## src/rtl/card_pkg.sv

```systemverilog
// Shared types and helpers for the card shoe controller.
// Latency: n/a (types, constants and a combinational helper only).
// Backpressure: n/a.
package card_pkg;

    localparam int NUM_RANKS               = 13;
    localparam int CARDS_PER_RANK_PER_DECK = 4;

    // 1=A, 2..10, 11=J, 12=Q, 13=K; 0 and 14..15 are not ranks
    typedef logic [3:0] rank_t;

    typedef enum logic [2:0] {
        IDLE,
        DRAW,
        SCAN,
        DELIVER,
        SHUFFLE
    } dealer_state_t;

    // Blackjack value of a rank: ace counts 11, faces count 10
    function automatic logic [3:0] rank_to_points(input rank_t r);
        if (r == 4'd1)
            return 4'd11;
        else if (r > 4'd10)
            return 4'd10;
        else
            return r;
    endfunction

endpackage

```

## src/rtl/rr_arbiter2.sv

```systemverilog
// Two-requester round-robin arbiter; the last-served pointer moves only on the update strobe.
// Latency: grant is combinational from req; pointer updates one cycle after the strobe.
// Backpressure: none; requesters hold req until served, grant simply follows req.
// Ports: clk/rst; req[1:0] (bit0 player, bit1 dealer); update strobe with served id;
//        grant[1:0] one-hot (or zero when nobody requests).
module rr_arbiter2 (
    input  logic       clk,
    input  logic       rst,
    input  logic [1:0] req,
    input  logic       update,
    input  logic       served,
    output logic [1:0] grant
);

    // 1 = requester 1 (dealer) was served last, so requester 0 wins the next tie
    logic last;

    always_ff @(posedge clk or posedge rst) begin
        if (rst)
            last <= 1'b1;
        else if (update)
            last <= served;
    end

    always_comb begin
        grant = req;
        if (req == 2'b11)
            grant = last ? 2'b01 : 2'b10;
    end

endmodule

```

## src/rtl/card_dealer.sv

```systemverilog
// Finite card shoe: arbitrates player/dealer deal requests, draws a random rank, sequences reshuffles.
// Latency: ack two cycles after the grant edge on a first-draw hit; RETRY_MAX + rank extra cycles via scan.
// Backpressure: requests stall while the shoe is empty or a deal/shuffle is in progress.
// Ports: clk, rst (async, active high); rnd[3:0] random rank; shuffle_req, player_req, dealer_req levels;
//        player_ack/dealer_ack one-cycle pulses; card_rank/card_points held until next deal;
//        busy (not IDLE); shoe_empty; cards_left[CL_W-1:0].
// Build option: define AUTO_SHUFFLE_EN to refill automatically once cards_left < SHUFFLE_THRESHOLD.
module card_dealer
    import card_pkg::*;
#(
    parameter int  NUM_DECKS         = 1,
    parameter int  RETRY_MAX         = 16,
    parameter int  SHUFFLE_THRESHOLD = 12,
    localparam int CL_W              = $clog2(52 * NUM_DECKS + 1)
) (
    input  logic            clk,
    input  logic            rst,
    input  logic [3:0]      rnd,
    input  logic            shuffle_req,
    input  logic            player_req,
    input  logic            dealer_req,
    output logic            player_ack,
    output logic            dealer_ack,
    output logic [3:0]      card_rank,
    output logic [3:0]      card_points,
    output logic            busy,
    output logic            shoe_empty,
    output logic [CL_W-1:0] cards_left
);

    localparam int CPR  = CARDS_PER_RANK_PER_DECK * NUM_DECKS;
    localparam int SHOE = NUM_RANKS * CPR;
    localparam int UW   = $clog2(CPR + 1);
    localparam int RW   = $clog2(RETRY_MAX + 1);
`ifdef AUTO_SHUFFLE_EN
    localparam bit AUTO_EN = 1'b1;
`else
    localparam bit AUTO_EN = 1'b0;
`endif

    typedef logic [UW-1:0] cnt_t;

    dealer_state_t state, state_nxt;
    cnt_t          used [NUM_RANKS];   // cards of rank i+1 already dealt
    logic [RW-1:0] retry;
    rank_t         scan_idx;
    rank_t         shuf_idx;
    logic          grantee;            // 0 player, 1 dealer
    logic [1:0]    grant;
    rank_t         cand;
    cnt_t          cand_cnt;
    logic          cand_ok;
    logic          auto_low;

    rr_arbiter2 u_arb (
        .clk    (clk),
        .rst    (rst),
        .req    ({dealer_req, player_req}),
        .update (state == DELIVER),
        .served (grantee),
        .grant  (grant)
    );

    // DRAW tests the random rank, SCAN walks ranks upward from 1
    assign cand = (state == SCAN) ? scan_idx : rnd;

    always_comb begin
        cand_cnt = '0;
        for (int i = 0; i < NUM_RANKS; i++)
            if (cand == rank_t'(i + 1))
                cand_cnt = used[i];
    end

    assign cand_ok    = (cand >= 4'd1) && (cand <= rank_t'(NUM_RANKS)) && (cand_cnt < cnt_t'(CPR));
    assign auto_low   = AUTO_EN && (cards_left < CL_W'(SHUFFLE_THRESHOLD));
    assign shoe_empty = (cards_left == '0);

    always_ff @(posedge clk or posedge rst) begin
        if (rst)
            state <= IDLE;
        else
            state <= state_nxt;
    end

    always_comb begin
        state_nxt  = state;
        player_ack = 1'b0;
        dealer_ack = 1'b0;
        busy       = (state != IDLE);
        case (state)
            IDLE: begin
                if (shuffle_req || auto_low)
                    state_nxt = SHUFFLE;
                else if (cards_left == '0)
                    state_nxt = IDLE;
                else if (|grant)
                    state_nxt = DRAW;
            end
            DRAW: begin
                if (cand_ok)
                    state_nxt = DELIVER;
                else if (retry == RW'(RETRY_MAX - 1))
                    state_nxt = SCAN;
            end
            SCAN: begin
                // cards_left > 0 guarantees a hit before the index runs past 13
                if (cand_ok)
                    state_nxt = DELIVER;
            end
            DELIVER: begin
                state_nxt  = IDLE;
                player_ack = ~grantee;
                dealer_ack = grantee;
            end
            SHUFFLE: begin
                if (shuf_idx == rank_t'(NUM_RANKS))
                    state_nxt = IDLE;
            end
            default: state_nxt = IDLE;
        endcase
    end

    always_ff @(posedge clk or posedge rst) begin
        if (rst) begin
            grantee     <= 1'b0;
            retry       <= '0;
            scan_idx    <= 4'd1;
            shuf_idx    <= 4'd1;
            cards_left  <= CL_W'(SHOE);
            card_rank   <= '0;
            card_points <= '0;
            for (int i = 0; i < NUM_RANKS; i++)
                used[i] <= '0;
        end else begin
            case (state)
                IDLE: begin
                    retry    <= '0;
                    scan_idx <= 4'd1;
                    shuf_idx <= 4'd1;
                    if (state_nxt == DRAW)
                        grantee <= grant[1];
                end
                DRAW, SCAN: begin
                    if (cand_ok) begin
                        for (int i = 0; i < NUM_RANKS; i++)
                            if (cand == rank_t'(i + 1))
                                used[i] <= used[i] + cnt_t'(1);
                        cards_left  <= cards_left - CL_W'(1);
                        card_rank   <= cand;
                        card_points <= rank_to_points(cand);
                    end else if (state == DRAW) begin
                        retry <= retry + RW'(1);
                    end else begin
                        scan_idx <= scan_idx + 4'd1;
                    end
                end
                SHUFFLE: begin
                    for (int i = 0; i < NUM_RANKS; i++)
                        if (shuf_idx == rank_t'(i + 1))
                            used[i] <= '0;
                    shuf_idx <= shuf_idx + 4'd1;
                    // the count is restored together with the return to IDLE
                    if (shuf_idx == rank_t'(NUM_RANKS))
                        cards_left <= CL_W'(SHOE);
                end
                default: ;
            endcase
        end
    end

endmodule

```

## config.mk

```make
export PLATFORM = sky130hd
export DESIGN_NAME = card_dealer
export DESIGN_NICKNAME = d
export VERILOG_FILES = /design/src/rtl/card_pkg.sv /design/src/rtl/rr_arbiter2.sv /design/src/rtl/card_dealer.sv
export SDC_FILE = /design/constraint.sdc
export NUM_CORES = 1
export LEC_CHECK = 0
export ABC_CLOCK_PERIOD_IN_PS = 3600
export BUFFER_PORTS_ARGS = -buffer_cell sky130_fd_sc_hd__buf_2
export CAP_MARGIN = 20
export CORE_UTILIZATION = 61
export CTS_CLUSTER_SIZE = 30
export DETAILED_ROUTE_END_ITERATION = 12
export GPL_ROUTABILITY_DRIVEN = 0
export GPL_TIMING_DRIVEN = 0
export MAX_ROUTING_LAYER = met4
export PLACE_DENSITY_LB_ADDON = 0.05
export SYNTH_ARGS = -nofsm -noshare
export SYNTH_HDL_FRONTEND = slang
export SYNTH_SLANG_ARGS = --single-unit
export TNS_END_PERCENT = 100
```

## constraint.sdc

```tcl
create_clock -name clk -period 3.6 [get_ports clk]
set_input_delay 0.36 -clock clk [delete_from_list [all_inputs] [get_ports clk]]
set_output_delay 0.36 -clock clk [all_outputs]
set_load 0.05 [all_outputs]
```

Yosys cells after proc, flatten, opt, wreduce, memory -nomap -nowiden
Cells that the tools add are included.
{"block": "word_totals", "ff_bits": 71, "inputBits": 9, "word_cells": 201, "output_inout_bits": 18}
{"block": "op_classes", "n_bitwise": 1, "reduce_logical": 28, "eq_ne": 63, "n_mux": 66, "magnitude_cmp": 4, "addsub": 17}
{"cell": "2-to-1 mux 3 bit", "count": 46}
{"cell": "case mux 39 bit (2 select lines)", "count": 1}
{"cell": "!= test 2 bit, second input constant", "count": 30}
{"cell": "AND reduction 4 bit", "count": 13}
{"cell": "== test 4 bit, second input constant", "count": 12}
{"cell": "adder 3 x 1 -> 3 bit, second input constant", "count": 13}
{"cell": "2-to-1 mux 39 bit", "count": 1}
{"cell": "== test 4 x 3 -> 1 bit, second input constant", "count": 8}
{"cell": "2-to-1 mux 4 bit", "count": 5}
{"cell": "== test 4 x 2 -> 1 bit, second input constant", "count": 4}
{"cell": "case mux 4 bit (2 select lines)", "count": 2}
{"cell": "2-to-1 mux 6 bit", "count": 2}
{"cell": "case mux 3 bit (4 select lines)", "count": 1}
{"cell": "case mux 6 bit (2 select lines)", "count": 1}
{"cell": "2-to-1 mux 5 bit", "count": 2}
{"cell": "case mux 5 bit (2 select lines)", "count": 1}
{"cell": "AND reduction 3 bit", "count": 3}
{"cell": "adder 4 x 1 -> 4 bit, second input constant", "count": 2}
{"cell": "== test 4 x 1 -> 1 bit, second input constant", "count": 2}
{"cell": "== test 3 x 1 -> 1 bit, second input constant", "count": 2}
{"cell": "== test 3 x 2 -> 1 bit, second input constant", "count": 2}
{"cell": "logical NOT 6 bit", "count": 1}
{"cell": "nonzero test 2 bit", "count": 3}
{"cell": "subtractor 6 x 1 -> 6 bit, second input constant", "count": 1}
{"cell": "other kinds (16)", "count": 21}

Logic depth before layout (Yosys ltp)
{"block": "depth", "ltp_word": 22, "ltp_mapped": 14, "depth_no_buf": 8}

Hierarchy
A second synthesis with hierarchy kept.
{"block": "unflattened", "hier_cells": 419, "area_unflattened_um2": 4092.7}
{"module": "card_dealer", "seq_area_each_um2": 1757.9, "cells_each": 412, "instances": 1, "area_each_um2": 4035.1}
{"module": "rr_arbiter2", "seq_area_each_um2": 26.3, "cells_each": 7, "instances": 1, "area_each_um2": 57.6}

Least setup slack after synthesis
Ideal clock, no wire load.
{"block": "synth_path", "path_kind": "flip-flop to flip-flop", "startpoint": "register cards_left[3]", "endpoint": "register state[0]", "setup_time_ns": 0.120, "stages_incl_launch_ff": 6, "required_time_ns": 3.480, "setup_slack_ns": 0.759, "path_buffers": 0, "arrival_ns": 2.721, "path_cell_list": "dfrtp_1 or3_1 nor3b_1 or3_1 a21oi_1 and3_1"}
{"block": "synth_via", "elab_chain_len": 4}
{"element": "start, declared", "line": "card_dealer.sv:28", "rtl": "output logic [CL_W-1:0] cards_left"}
{"element": "start signal, assigned", "line": "card_dealer.sv:129", "rtl": "cards_left <= CL_W'(SHOE);"}
{"element": "start signal, assigned", "line": "card_dealer.sv:148", "rtl": "cards_left <= cards_left - CL_W'(1);"}
{"element": "start signal, assigned", "line": "card_dealer.sv:164", "rtl": "cards_left <= CL_W'(SHOE);"}
{"element": "logical NOT 6 bit"}
{"element": "net shoe_empty", "line": "card_dealer.sv:27", "rtl": "output logic shoe_empty,"}
{"element": "2-to-1 mux 3 bit", "line": "card_dealer.sv:94", "rtl": "else if (cards_left == '0)"}
{"element": "2-to-1 mux 3 bit", "line": "card_dealer.sv:92", "rtl": "if (shuffle_req || auto_low)"}
{"element": "case mux 3 bit (4 select lines)", "line": "card_dealer.sv:90", "rtl": "case (state)"}
{"element": "net state_nxt[0]", "line": "card_dealer.sv:43", "rtl": "dealer_state_t state, state_nxt;"}
{"element": "end signal, assigned", "line": "card_dealer.sv:82", "rtl": "state <= state_nxt;"}
{"element": "end, declared", "line": "card_dealer.sv:43"}
The timed path passes the listed nets, and every way through them passes these cells.
A chain may end at the register's enable or synchronous reset.

Worst setup path after layout
{"block": "layout_path", "startpoint": "register scan_idx[0]", "endpoint": "register card_points[2]"}
{"block": "layout_via", "elab_chain_len": 18, "elab_cells_between_ends": 36, "cone_classes": "4 x order compare; 13 x eq/ne; 16 x mux; 3 x reduce/logical"}
{"element": "start, declared", "line": "card_dealer.sv:46", "rtl": "rank_t scan_idx;"}
{"element": "start signal, assigned", "line": "card_dealer.sv:154", "rtl": "scan_idx <= scan_idx + 4'd1;"}
{"element": "2-to-1 mux 4 bit (*)", "line": "card_dealer.sv:65", "rtl": "assign cand = (state == SCAN) ? scan_idx : rnd;"}
{"element": "== test 4 x 1 -> 1 bit", "line": "card_pkg.sv:22, card_dealer.sv:70"}
{"element": "2-to-1 mux 3 bit (13 in series)", "line": "card_dealer.sv:70", "rtl": "if (cand == rank_t'(i + 1))"}
{"element": "< comparator 3 bit", "line": "card_dealer.sv:74", "rtl": "assign cand_ok = (cand >= 4'd1) && (cand <= rank_t'(NUM_RANKS)) && (cand_cnt < cnt_t'(CPR));"}
{"element": "logical AND 1 bit", "line": "card_dealer.sv:74"}
{"element": "AND reduction 2 bit (no line)"}
{"element": "end signal, assigned", "line": "card_dealer.sv:150", "rtl": "card_points <= rank_to_points(cand);"}
{"element": "end, declared", "line": "card_dealer.sv:25", "rtl": "output logic [3:0] card_points,"}
Every way passes the cells marked *; elsewhere a longest branch is shown, timed or not.

==> run_results.csv <==
group,metric,value,unit
sta,slew_headroom,0.384,
setup_path,worstPathArrival,3560,ps
global_route,grt_util_all_layers,0.288,
routing,wire_per_inst,16.7,µm
cts,clockBufferDepth,2,
placed_design,portBuffers,25,
global_route,grt_max_degree,72,
cts,ctsHoldBuffers,0,
cts,clkLatencyLatePin,360,ps
routing,drc,0,
min_path,hold_class,"input pin to async pin",
die,coreArea,0.00649,mm²
cts,clock-sinks,71,
synth,syn_inst,445,
synth,synth_edf_count,0,
global_route,gr-total-overflow,0,
synth,ys_warn_count,0,
routing,antenna_left,0,
placed_design,dp_hpwl,6.75,mm
sta,drv_slew,0,
cts,cts_resized,0,
power_and_ir_drop,p_leak,2.17,nW
status,outcome,"completed",
die,ios,27,
final_layout,area_growth,9.88,%
cts,postCtsSetupRepairBufs,0,
global_route,met1_usage,0.370,
setup_path,worstPathRequired,3810,ps
sta,holdWs,186,ps
setup_path,crit_type,"register to register",
placed_design,placed_cell_area,0.00443,mm²
cts,clk_pin_slew,80,ps
sta,fin_tns_setup,0,ps
final_layout,fin_nets,512,
power_and_ir_drop,p_per_area,841,mW/mm²
die,start_util,0.647,
global_route,met2_usage,0.446,
cts,tritoncts,"done",
placed_design,place_inst,547,
sta,skew,10.9,ps
final_layout,antenna_cells,0,
sta,period_share,0.933,
sta,worst_pin_slew,911,ps
cts,cts_max_level,3,
synth,synth.net_count,476,
cts,ctsRootBufferMaster,"clkbuf_8",
global_route,grt_pass1_vias,3214,
setup_path,start_kind,"register",
routing,vias,3451,
synth,syn-mean-instance-area,9.45,µm²
synth,synth-seq-area-share,0.424,
final_layout,layout-drive-gt1-share,0.160,
die,dieWidth,85.0,µm
routing,firstDrtPassIters,5,
sta,timing.fmax,0.298,GHz
global_route,antenna_found_initial,0,
sta,finalHoldViolCount,0,
die,rows,29,
setup_path,worst_path_max_delay_cell,"nor4bb_1",
global_route,top_usage_layer,"met2",
sta,setup_viol,0,
final_layout,layout.cells.non_filler,563,
setup_path,cp_cell_sequence,"nor4bb_1 -> a21o_1 -> o221ai_1 -> o22a_2 -> o2111a_1 -> nor2_2 -> buf_6 -> buf_4 -> o21ai_0",
setup_path,cp-end-kind,"register",
setup_path,cpLargestDelayFamily,"simple AND/OR/NAND/NOR gates",
final_layout,utilization,0.711,
flow_run,maxCapViolations,0,
routing,vias_per_cell,6.13,
die,dieArea,0.00723,mm²
synth,synthFlopType,"dfrtp_1",
setup_path,crit_fanout,10,
sta,rsz0062_at_grt,"no",
final_layout,fin_area,0.00462,mm²
synth,ys_ff_latch,71,
global_route,gr-usage-met3,0.0477,
cts,numCtsBuffers,9,
setup_path,critPathMaxStageDelay,800,ps
die,die_y,85.0,µm
synth,synth_area,0.00420,mm²
global_route,grt_pass1_wl,15.5,mm
routing,first_iter_violations,246,
sta,period_minus_slack,3360,ps
setup_path,worst-path-buf-inv,2,
synth,synth_cell_type_count,63,
power_and_ir_drop,vdd_drop_max,759,µV
synth,ys_async_sr_fraction,1.00,
routing,wl,9.41,mm
cell type report:
cell class	count	area (µm²)
clock buffers	11	131
fillers	508	1880
plain buffers	23	131
flip-flops and latches	71	1780
repair buffers	25	125
multi-input cells	324	2190
clock inverters	5	60.1
inverters	27	104
well taps	77	96.3
synth_stat cells (3+ instances only):
cell type	number	area, µm²
nand2_1	73	274
dfrtp_1	65	1630
mux2i_1	30	300
inv_1	27	101
nor2_1	27	101
ha_1	22	275
a21oi_1	17	85.1
o21ai_0	17	85.1
clkbuf_1	13	48.8
nor3b_1	10	75.1
nand3_1	9	45.0
a31oi_1	8	50.1
dfstp_2	6	158
nor2b_1	6	37.5
nor4bb_1	6	60.1
o22ai_1	6	37.5
a21o_1	5	37.5
and3_1	5	31.3
mux2_2	5	56.3
or3_4	5	56.3
a211oi_1	4	30.0
buf_6	4	45.0
nand4_1	4	25.0
o211ai_1	4	30.0
buf_4	3	22.5
nand3b_1	3	22.5
nor3_1	3	15.0
nor4b_1	3	26.3
o21ai_1	3	15.0
o31ai_1	3	22.5
or2_2	3	18.8
or4_1	3	22.5
cells in the final DEF, fill, tap and decap left out, types with 3 or more instances in the layout:
master | Yosys | routed
nor2b_1 | 6 | 6
clkbuf_8 | 0 | 9
buf_6 | 4 | 4
a21o_1 | 5 | 5
buf_2 | 2 | 27
o22ai_1 | 6 | 6
dfstp_2 | 6 | 6
a211oi_1 | 4 | 4
dfrtp_1 | 65 | 65
nor3_1 | 3 | 3
o21ai_0 | 17 | 17
a21oi_1 | 17 | 17
nor3b_1 | 10 | 10
and3_1 | 5 | 5
mux2_2 | 5 | 5
or4_1 | 3 | 3
nor4b_1 | 3 | 3
buf_4 | 3 | 3
nor2_1 | 27 | 27
nor4bb_1 | 6 | 6
inv_1 | 27 | 26
mux2i_1 | 30 | 30
or3_4 | 5 | 5
o211ai_1 | 4 | 4
a31oi_1 | 8 | 8
nand2_1 | 73 | 73
nand4_1 | 4 | 4
o31ai_1 | 3 | 3
clkbuf_1 | 13 | 15
nand3b_1 | 3 | 3
o21ai_1 | 3 | 3
ha_1 | 22 | 22
nand3_1 | 9 | 9
or2_2 | 3 | 3
cell families (layout without fill, tap and decap cells):
group,after synthesis,count (layout),synth area share
buffers and inverters,50,91,0.0554
adder cells (fa/ha/maj),22,22,0.0655
multiplexers,36,36,0.0884
AND/OR/NAND/NOR,175,175,0.219
flip-flops,71,71,0.424
AO/OA/AOI/OAI,90,90,0.145
XOR/XNOR,1,1,0.00208
metrics by stage:
stage	setup slack, ps	power [mW]
2_1_floorplan	759	2.78
3_3_place_gp	352	3.16
3_5_place_dp	337	3.24
4_1_cts	283	3.90
5_1_grt	8.66	4.16
6_report	243	3.89
final timing paths:
kind	from	end	slack [ps]	depth (start not counted)
setup / recovery	scan_idx[0]	card_points[2]	240	9
hold / removal	rst	used[12]	190	2
setup reg to reg	scan_idx[0]	card_points[2]	240	9
hold reg to reg	card_points[2]	card_points[2]	470	2
max in group asynchronous	rst	scan_idx[1]	2850	2
min in group clk	shuffle_req	state[2]	220	2
power by group:
| part | switching, mW | internal (mW) | total (mW) |
|---|---|---|---|
| combinational | 1.22 | 0.646 | 1.87 |
| clock | 0.311 | 0.322 | 0.633 |
| sequential | 0.242 | 1.14 | 1.39 |
| total | 1.78 | 2.11 | 3.89 |
state kept, by name, summed over array words and instances, names as in the netlist:
name,flops
grantee,1
state,3
card_points,4
cards_left,6
scan_idx,4
retry,5
u_arb.last,1
used,39
shuf_idx,4
card_rank,4
per-layer routing:
metal,wire length (µm),vias up
met5,0,-
met4,214,0
met3,424,20
met2,4390,110
met1,4390,1654
li1,-,1667
No activity file was read; power rests on OpenSTA's default activity.
